<file path="config.mk">
export PLATFORM = sky130hd
export DESIGN_NAME = logshift_pipe_flat
export DESIGN_NICKNAME = d
export VERILOG_FILES = /design/src/rtl/logshift_pkg.sv /design/src/rtl/logshift_pipe_if.sv /design/src/rtl/logshift_stage.sv /design/src/rtl/logshift_pipe.sv /design/src/flat_wrapper.sv
export SDC_FILE = /design/constraint.sdc
export NUM_CORES = 1
export LEC_CHECK = 0
export ABC_CLOCK_PERIOD_IN_PS = 3200
export BUFFER_PORTS_ARGS = -buffer_cell sky130_fd_sc_hd__buf_2
export CAP_MARGIN = 20
export CORE_UTILIZATION = 55
export CTS_BUF_LIST = sky130_fd_sc_hd__clkbuf_2
export DETAILED_ROUTE_END_ITERATION = 6
export PLACE_DENSITY_LB_ADDON = 0.2
export SLEW_MARGIN = 5
export SYNTH_ARGS = -nofsm -noshare
export SYNTH_HDL_FRONTEND = slang
export SYNTH_SLANG_ARGS = --single-unit
</file>
<file path="constraint.sdc">
create_clock -name clk -period 3.2 [get_ports clk]
set_clock_uncertainty 0.1 [all_clocks]
set_input_delay 0.16 -clock clk [delete_from_list [all_inputs] [get_ports clk]]
set_output_delay 0.16 -clock clk [all_outputs]
set_load 0.02 [all_outputs]
</file>
<file path="src/rtl/logshift_pkg.sv">
// -----------------------------------------------------------------------------
// logshift_pkg
//
// Purpose:
//   Shared definitions for the pipelined logarithmic shifter (logshift_pipe).
//   Holds the shift-mode encodings, the per-stage pipeline record and a small
//   helper used by the stages to decide when shifted-out bits are tracked.
//
// Ports:
//   none (package)
//
// Configuration:
//   LOGSHIFT_PIPE_STICKY_EN - when defined, the stage record carries a sticky
//                             bit (OR of all bits shifted out so far).
// -----------------------------------------------------------------------------
package logshift_pkg;

    // The stage record has to be a fixed type because packages cannot be
    // parameterised. Fields are therefore sized for the widest legal
    // configuration (WIDTH=64). Narrower builds use only the low bits and
    // keep the upper bits at zero.
    localparam int MAX_WIDTH = 64;
    localparam int MAX_LOG2W = 6;

    // Shift-mode encodings as they appear on the mode input.
    typedef enum logic [1:0] {
        MODE_LSR = 2'b00,   // logical right, zero fill
        MODE_ASR = 2'b01,   // arithmetic right, sign fill
        MODE_LSL = 2'b10,   // logical left, zero fill
        MODE_ROR = 2'b11    // rotate right
    } shift_mode_e;

    // One pipeline slot. Every stage register holds one of these, so a beat
    // travels together with its remaining shift amount and its mode. Bubbles
    // are simply records with valid=0.
    typedef struct packed {
        logic                   valid;
        logic [MAX_WIDTH-1:0]   data;
        logic [MAX_LOG2W-1:0]   sh;
        shift_mode_e            mode;
`ifdef LOGSHIFT_PIPE_STICKY_EN
        logic                   sticky;
`endif
    } stage_rec_t;

    // Bits that leave the word are only "lost" in the two right-shift modes.
    // A left shift discards bits at the top, and a rotate loses nothing, so
    // neither contributes to sticky.
    function automatic logic is_right_mode(input shift_mode_e m);
        return (m == MODE_LSR) || (m == MODE_ASR);
    endfunction

endpackage

</file>
<file path="src/rtl/logshift_pipe_if.sv">
// -----------------------------------------------------------------------------
// logshift_pipe_if
//
// Purpose:
//   Bundles the operand handshake (producer side) and the result handshake
//   (consumer side) of logshift_pipe into one interface.
//
// Signals:
//   in_valid  - producer presents an operand this cycle
//   in_ready  - pipeline accepts an operand this cycle
//   a         - operand, WIDTH bits
//   sh        - unsigned shift amount, LOG2W bits
//   mode      - 00 LSR, 01 ASR, 10 LSL, 11 ROR
//   out_valid - dataout holds a result
//   out_ready - consumer takes the result this cycle
//   dataout   - shifted result, WIDTH bits
//   sticky    - OR of all bits shifted out (only with LOGSHIFT_PIPE_STICKY_EN)
//
// Modports:
//   master - the environment (drives operands, consumes results)
//   slave  - the shifter itself
//
// Configuration:
//   LOGSHIFT_PIPE_STICKY_EN - adds the sticky signal.
// -----------------------------------------------------------------------------
interface logshift_pipe_if #(
    parameter int WIDTH = 16
);
    localparam int LOG2W = $clog2(WIDTH);

    logic             in_valid;
    logic             in_ready;
    logic [WIDTH-1:0] a;
    logic [LOG2W-1:0] sh;
    logic [1:0]       mode;
    logic             out_valid;
    logic             out_ready;
    logic [WIDTH-1:0] dataout;
`ifdef LOGSHIFT_PIPE_STICKY_EN
    logic             sticky;
`endif

`ifdef LOGSHIFT_PIPE_STICKY_EN
    modport master (
        output in_valid, a, sh, mode, out_ready,
        input  in_ready, out_valid, dataout, sticky
    );

    modport slave (
        input  in_valid, a, sh, mode, out_ready,
        output in_ready, out_valid, dataout, sticky
    );
`else
    modport master (
        output in_valid, a, sh, mode, out_ready,
        input  in_ready, out_valid, dataout
    );

    modport slave (
        input  in_valid, a, sh, mode, out_ready,
        output in_ready, out_valid, dataout
    );
`endif

endinterface

</file>
<file path="src/rtl/logshift_stage.sv">
// -----------------------------------------------------------------------------
// logshift_stage
//
// Purpose:
//   One stage of the logarithmic shifter. If bit K of the carried shift
//   amount is set, the data is shifted by 2^K in the carried mode; otherwise
//   it passes unchanged. The result is registered when 'advance' is high.
//
// Parameters:
//   WIDTH - data width (power of two, 4..64)
//   K     - stage index; this stage handles a shift of 2^K
//
// Ports:
//   clk     - clock, rising edge
//   reset   - asynchronous, active-high reset; clears the whole record
//   advance - global pipeline enable (low = stall, hold the register)
//   din     - record from the previous stage (or the input of the pipe)
//   dout    - registered record for the next stage
//
// Configuration:
//   LOGSHIFT_PIPE_STICKY_EN - accumulate the sticky bit in right-shift modes.
// -----------------------------------------------------------------------------
module logshift_stage
    import logshift_pkg::*;
#(
    parameter int WIDTH = 16,
    parameter int K     = 0
) (
    input  logic       clk,
    input  logic       reset,
    input  logic       advance,
    input  stage_rec_t din,
    output stage_rec_t dout
);

    // Fixed shift distance of this stage. At most WIDTH/2, so the rotate
    // term below never needs a shift of WIDTH or more.
    localparam int AMT = 1 << K;

    logic        [WIDTH-1:0] d_in;
    logic signed [WIDTH-1:0] d_signed;
    logic        [WIDTH-1:0] d_shift;
    stage_rec_t              rec_next;

    // Shift datapath. All four candidate shifts are by a constant, so this is
    // just wiring plus a 4:1 mux per bit. For the arithmetic case, the MSB at
    // this point is still the original sign because every earlier ASR stage
    // refilled with that same bit. Everything except data (and sticky) passes
    // through untouched; the full sh value rides along and each stage simply
    // looks at its own bit.
    always_comb begin
        d_in     = din.data[WIDTH-1:0];
        d_signed = d_in;
        d_shift  = d_in;
        rec_next = din;

        case (din.mode)
            MODE_LSR: d_shift = d_in >> AMT;
            MODE_ASR: d_shift = d_signed >>> AMT;
            MODE_LSL: d_shift = d_in << AMT;
            MODE_ROR: d_shift = (d_in >> AMT) | (d_in << (WIDTH - AMT));
            default:  d_shift = d_in;
        endcase

        if (din.sh[K]) begin
            rec_next.data[WIDTH-1:0] = d_shift;
        end

`ifdef LOGSHIFT_PIPE_STICKY_EN
        // The low AMT bits are the ones falling off the bottom in a right
        // shift. Left shifts and rotates never set sticky.
        if (din.sh[K] && is_right_mode(din.mode)) begin
            rec_next.sticky = din.sticky | (|d_in[AMT-1:0]);
        end
`endif
    end

    // Pipeline register. All stages share the same 'advance', which makes a
    // stall global: the whole pipe freezes, bubbles included, so the relative
    // spacing of beats never changes.
    always_ff @(posedge clk or posedge reset) begin
        if (reset) begin
            dout <= '0;
        end else if (advance) begin
            dout <= rec_next;
        end
    end

endmodule

</file>
<file path="src/rtl/logshift_pipe.sv">
// -----------------------------------------------------------------------------
// logshift_pipe
//
// Purpose:
//   Pipelined logarithmic barrel shifter with a valid/ready stream interface.
//   LOG2W registered stages; stage k conditionally shifts by 2^k, lowest stage
//   first. Latency is exactly LOG2W cycles when the consumer does not stall,
//   and throughput is one operand per cycle.
//
// Parameters:
//   WIDTH - data width, power of two from 4 to 64 (default 16)
//   LOG2W - (localparam) clog2(WIDTH): shift-amount width and stage count
//
// Ports:
//   clk   - clock, all state changes on the rising edge
//   reset - asynchronous, active-high reset; discards every beat in flight
//   bus   - logshift_pipe_if.slave:
//             in_valid/in_ready/a/sh/mode    operand handshake
//             out_valid/out_ready/dataout    result handshake
//             sticky                         only with LOGSHIFT_PIPE_STICKY_EN
//
// Configuration:
//   LOGSHIFT_PIPE_STICKY_EN - when defined, each stage carries a sticky bit and
//                             the final one drives bus.sticky. When undefined,
//                             neither the port nor the registers exist.
// -----------------------------------------------------------------------------
module logshift_pipe
    import logshift_pkg::*;
#(
    parameter int WIDTH = 16
) (
    input  logic           clk,
    input  logic           reset,
    logshift_pipe_if.slave bus
);

    localparam int LOG2W = $clog2(WIDTH);

    stage_rec_t rec_in;
    stage_rec_t stage_q [LOG2W];
    logic       advance;

    // The pipe moves as one unit. It may move whenever the output slot is
    // empty or is being taken this cycle; that same condition is in_ready.
    // An empty output slot frees the pipe even with bubbles further up, so
    // bubbles are never squeezed out and the timing of beats is preserved.
    assign advance      = !stage_q[LOG2W-1].valid || bus.out_ready;
    assign bus.in_ready = advance;

    // Pack the incoming operand into a stage record. When in_valid is low the
    // record is a bubble; it still enters stage 0 on an advance so that the
    // stage behind it does not hold a stale copy of the previous beat.
    // Upper bits beyond WIDTH/LOG2W stay zero.
    always_comb begin
        rec_in                    = '0;
        rec_in.valid              = bus.in_valid;
        rec_in.data[WIDTH-1:0]    = bus.a;
        rec_in.sh[LOG2W-1:0]      = bus.sh;
        rec_in.mode               = shift_mode_e'(bus.mode);
    end

    // Chain of LOG2W stages. Stage 0 takes the packed input, every later stage
    // takes the register output of its predecessor.
    for (genvar k = 0; k < LOG2W; k++) begin : g_stage
        if (k == 0) begin : g_first
            logshift_stage #(
                .WIDTH (WIDTH),
                .K     (k)
            ) u_stage (
                .clk     (clk),
                .reset   (reset),
                .advance (advance),
                .din     (rec_in),
                .dout    (stage_q[k])
            );
        end else begin : g_rest
            logshift_stage #(
                .WIDTH (WIDTH),
                .K     (k)
            ) u_stage (
                .clk     (clk),
                .reset   (reset),
                .advance (advance),
                .din     (stage_q[k-1]),
                .dout    (stage_q[k])
            );
        end
    end

    // The last stage register is the output slot. While out_valid=1 and
    // out_ready=0, advance is low, so this register and therefore dataout
    // and out_valid hold steady.
    assign bus.out_valid = stage_q[LOG2W-1].valid;
    assign bus.dataout   = stage_q[LOG2W-1].data[WIDTH-1:0];

`ifdef LOGSHIFT_PIPE_STICKY_EN
    assign bus.sticky    = stage_q[LOG2W-1].sticky;
`endif

endmodule

</file>
<file path="src/flat_wrapper.sv">
// flat-port wrapper written by rule: the top's interface ports become plain ports
module logshift_pipe_flat import logshift_pkg::*;
#(
    parameter int WIDTH = 16
)
  (clk, reset, bus_in_valid, bus_a, bus_sh, bus_mode, bus_out_ready, bus_in_ready, bus_out_valid, bus_dataout);
  logshift_pipe_if #(.WIDTH(WIDTH)) bus_i ();
  input  logic clk;
  input  logic reset;
  input wire logic [$bits(bus_i.in_valid)-1:0] bus_in_valid;
  input wire logic [$bits(bus_i.a)-1:0] bus_a;
  input wire logic [$bits(bus_i.sh)-1:0] bus_sh;
  input wire logic [$bits(bus_i.mode)-1:0] bus_mode;
  input wire logic [$bits(bus_i.out_ready)-1:0] bus_out_ready;
  output wire logic [$bits(bus_i.in_ready)-1:0] bus_in_ready;
  output wire logic [$bits(bus_i.out_valid)-1:0] bus_out_valid;
  output wire logic [$bits(bus_i.dataout)-1:0] bus_dataout;
  assign bus_i.in_valid = bus_in_valid;
  assign bus_i.a = bus_a;
  assign bus_i.sh = bus_sh;
  assign bus_i.mode = bus_mode;
  assign bus_i.out_ready = bus_out_ready;
  assign bus_in_ready = bus_i.in_ready;
  assign bus_out_valid = bus_i.out_valid;
  assign bus_dataout = bus_i.dataout;
  logshift_pipe #(.WIDTH(WIDTH)) u_core (.clk(clk), .reset(reset), .bus(bus_i));
endmodule
</file>
==> metrics list <==
- Result of the run: completed
- In this run the remaining antenna-violating nets after routing total 0.
- In the final routing, the length of wire on met1 measures 3870 um.
- In this run the biggest area consumer among cell types represents 47.6% of the synthesized area.
- TritonCTS buffer count: 9
* Post-cts repair resize count: 0
* Initial Util: 57.3%
- Setup violations remaining at the end of the flow were counted as 0.
* Max Buffers Root-to-Sink: 2
* Final hold violation count: 0
- Clock latency of the later-clocked register in the worst-skew pair: 0.51 ns
- Library cell occupying the most area in the post-synthesis netlist: dfrtp_1
- In this run the mean area of a mapped cell was 9.40 sq um.
- Data arrives at the worst endpoint at 2.78 ns.
* Most common cell after layout, fill and taps aside: nand2_1
* Total die area: 8000 sq um
- Yosys warning total: 0
- Number of distinct library cells after synthesis: 31
- 0 antenna diodes ended up in the layout.
* Reported max-cap violation count: 0
- Clock-pin slew was measured on the worst setup and hold paths at 0.23 ns.
- The min-delay analysis places its worst path in the category input port to asynchronous set/reset pin.
- The number of global-route vias before repair was 3297.
* Cells after Synth: 447
- For this design the ratio of total power to cell area is 851 nW/um^2.
- After filler insertion, the fill cell instance count of the layout stands at 570.
* Share of total power in combinational logic: 39.7%
* Wire length of the first global-routing pass: 15300 um
- Row generation in the floorplan step produced 31 rows.
- Leading cell types in the layout, fill and taps excluded: nand2_1, dfrtp_1, buf_2, mux2i_1, dlygate4sd3_1
- The design draws 4.12 mW.
- Largest net degree at the start of global routing: 95
* Top area cells in the synthesized netlist: dfrtp_1, nand2_1, mux2i_1, o211ai_1, o21ai_0
- The post-route netlist has 15.9% of its cells at a drive strength greater than 1.
- Setup repair after global routing left no endpoint under its margin.
* Overall routed net length: 8990 um
* Die boundary width: 89.4 um
- Clock period minus final worst setup slack: 2.43 ns
- Measured against its own limit, the worst slew margin works out to 41.3%.
- Total congestion overflow after global routing: 0
- After layout, the worst path uses 75.9% of the clock period.
- Sequential power share: 45.9%
- Cell area after synthesis: 4200 sq um
* Post-Route Setup TNS: 0 ns
- STA puts the critical path data required time at 3.55 ns.
- Clk network pwr share: 14.4%
- Routed wl met3: 246 um
- Summed over all nets, the switching power comes to 1.69 mW.
* Setup Slack @ Placement: 1.39 ns
- In this run the worst path has a maximum fanout of 30.
- Counting every sink on the clock net gives 80.
- Via/cell ratio: 5.48
- The final route contains 3343 vias.
* Count of input and output buffers: 43
- LEAKAGE: 2.29 nW
- For this block, the initial DRC count from the detailed router was 153.
- Deepest level of the CTS H-tree: 3
* RD Place Congestion: 0.855
* Per-cell routed wire length: 14.7 um
- The max-slew violation total from the final report is 0.
- For this run, the top clock speed supported by timing is 411 MHz.
* Net count reported at finish: 532
- GRT Util Overall: 25.3%
* Post-route DRC violation count: 0
- Setup crit end kind: flip-flop
* I/O Pins: 44
- P_int: 2.43 mW
- The worst setup path is of the flip-flop to flip-flop kind.
* Share of the core filled with cells: 66.1%
* Area growth syn-to-layout: 15.2%
- Clock tree from TritonCTS: yes
- Vert. Die Dim: 89.4 um
- Summing the sequential cell areas from Yosys gives 47.6% of the chip area.
* Area of the core: 7330 sq um
- Number of nets produced by synthesis: 473
* Worst slew pin tran: 0.880 ns
* Final worst setup slack: 0.770 ns
- STA classifies the critical path startpoint as a flip-flop.
* HPWL after detailed placement: 6220 um
- Initial antenna violation count: 0
- In this run switching power makes up 41.1% of total power.
- The routed design uses 4740 um of met2 wire.
* Topmost layer with routed signal wires: met4
- Clock root buffer: clkbuf_2
- Max VDD drop: 390 uV
- Pre-antenna DRT Iters: 4
- Synth Register Bits: 80
## power groups by stage
stage | clock network [mW] | registers (mW) | logic (mW)
4_1_cts | 0.610 | 1.89 | 1.64
3_5_place_dp | 0 | 1.91 | 1.56
2_1_floorplan | 0 | 1.82 | 1.28
5_1_grt | 0.657 | 1.97 | 1.85
3_3_place_gp | 0 | 1.88 | 1.52
6_report | 0.595 | 1.89 | 1.64
## critical path: stages, from the launching register on
cell,delay (ns)
dfrtp_1,0.42
nor2b_4,0.13
inv_2,0.37
nand2_1,0.45
o211ai_1,0.34
dlygate4sd3_1,0.58
## flip-flops by register name (all words and copies together), names as in the netlist
register,flops
u_core.g_stage.g_first.u_stage.dout,22
u_core.g_stage.g_rest.u_stage.dout,58
## metrics by stage
stage          area, sq um  hold WS (ns)  cells
6_report              4840         0.192    610
5_1_grt               4840         0.224    610
4_1_cts               4840         0.193    610
3_5_place_dp          4360         0.232    559
3_3_place_gp          4360         0.225    559
2_1_floorplan         4200         0.172    447
## repair_timing
item	in CTS	in global routing
endpoints found under the hold margin	56	0
hold buffers	35	0
endpoints found under the setup margin	0	0
setup buffers	0	0
## per-layer routing
metal	track usage, %	up-vias
met5	0	-
met3	3.51	10
met1	29.8	1572
met2	46.5	76
li1	-	1685
met4	9.67	0
## synth_stat cells
library cell and n:
nand2_1 115, dfrtp_1 80, mux2i_1 36, o211ai_1 30
o21ai_0 24, nand3_1 23, nor2b_1 18, buf_2 16
a31oi_1 15, nand3b_1 13, o21ai_1 12, clkbuf_1 10
and3_1 8, o211ai_2 6, mux2_2 5, a211oi_1 4
nor2_1 4, nor3_1 4, buf_6 3, inv_1 3
nand2b_1 3, a2bb2oi_1 2, buf_4 2, buf_8 2
inv_2 2, nand2b_4 2, a311oi_2 1, buf_1 1
buf_12 1, nand4_1 1, nor2b_4 1
## cells by family after synthesis
family | after synthesis | synth area share (%)
multiplexers | 41 | 9.91
AND/OR/NAND/NOR | 192 | 21.6
buffers and inverters | 40 | 5.69
flip-flops | 80 | 47.6
AO/OA/AOI/OAI | 94 | 15.2
## path summary, 6_finish.rpt
check	start	end	slack, ns	depth (start not counted)
max	u_core.g_stage[3].g_rest.u_stage.dout[72]	u_core.g_stage[0].g_first.u_stage.dout[9]	0.77	5
min	reset	u_core.g_stage[1].g_rest.u_stage.dout[12]	0.19	3
max reg2reg	u_core.g_stage[3].g_rest.u_stage.dout[72]	u_core.g_stage[0].g_first.u_stage.dout[9]	0.77	5
min reg2reg	u_core.g_stage[2].g_rest.u_stage.dout[72]	u_core.g_stage[2].g_rest.u_stage.dout[72]	0.39	2
max in group asynchronous	reset	u_core.g_stage[2].g_rest.u_stage.dout[18]	1.96	4
min in group clk	bus_out_ready	u_core.g_stage[1].g_rest.u_stage.dout[12]	0.24	5
## area by class of cell
type	count	area, sq um	share of cell area [%]
clock buffers	10	50.0	1.03
clock inverters	6	82.6	1.71
inverters	5	18.8	0.388
multi-input cells	327	1960	40.5
flip-flops and latches	80	2000	41.3
well taps	99	124	2.56
repair buffers	83	603	12.5
Power figures use the tool's default switching activity.
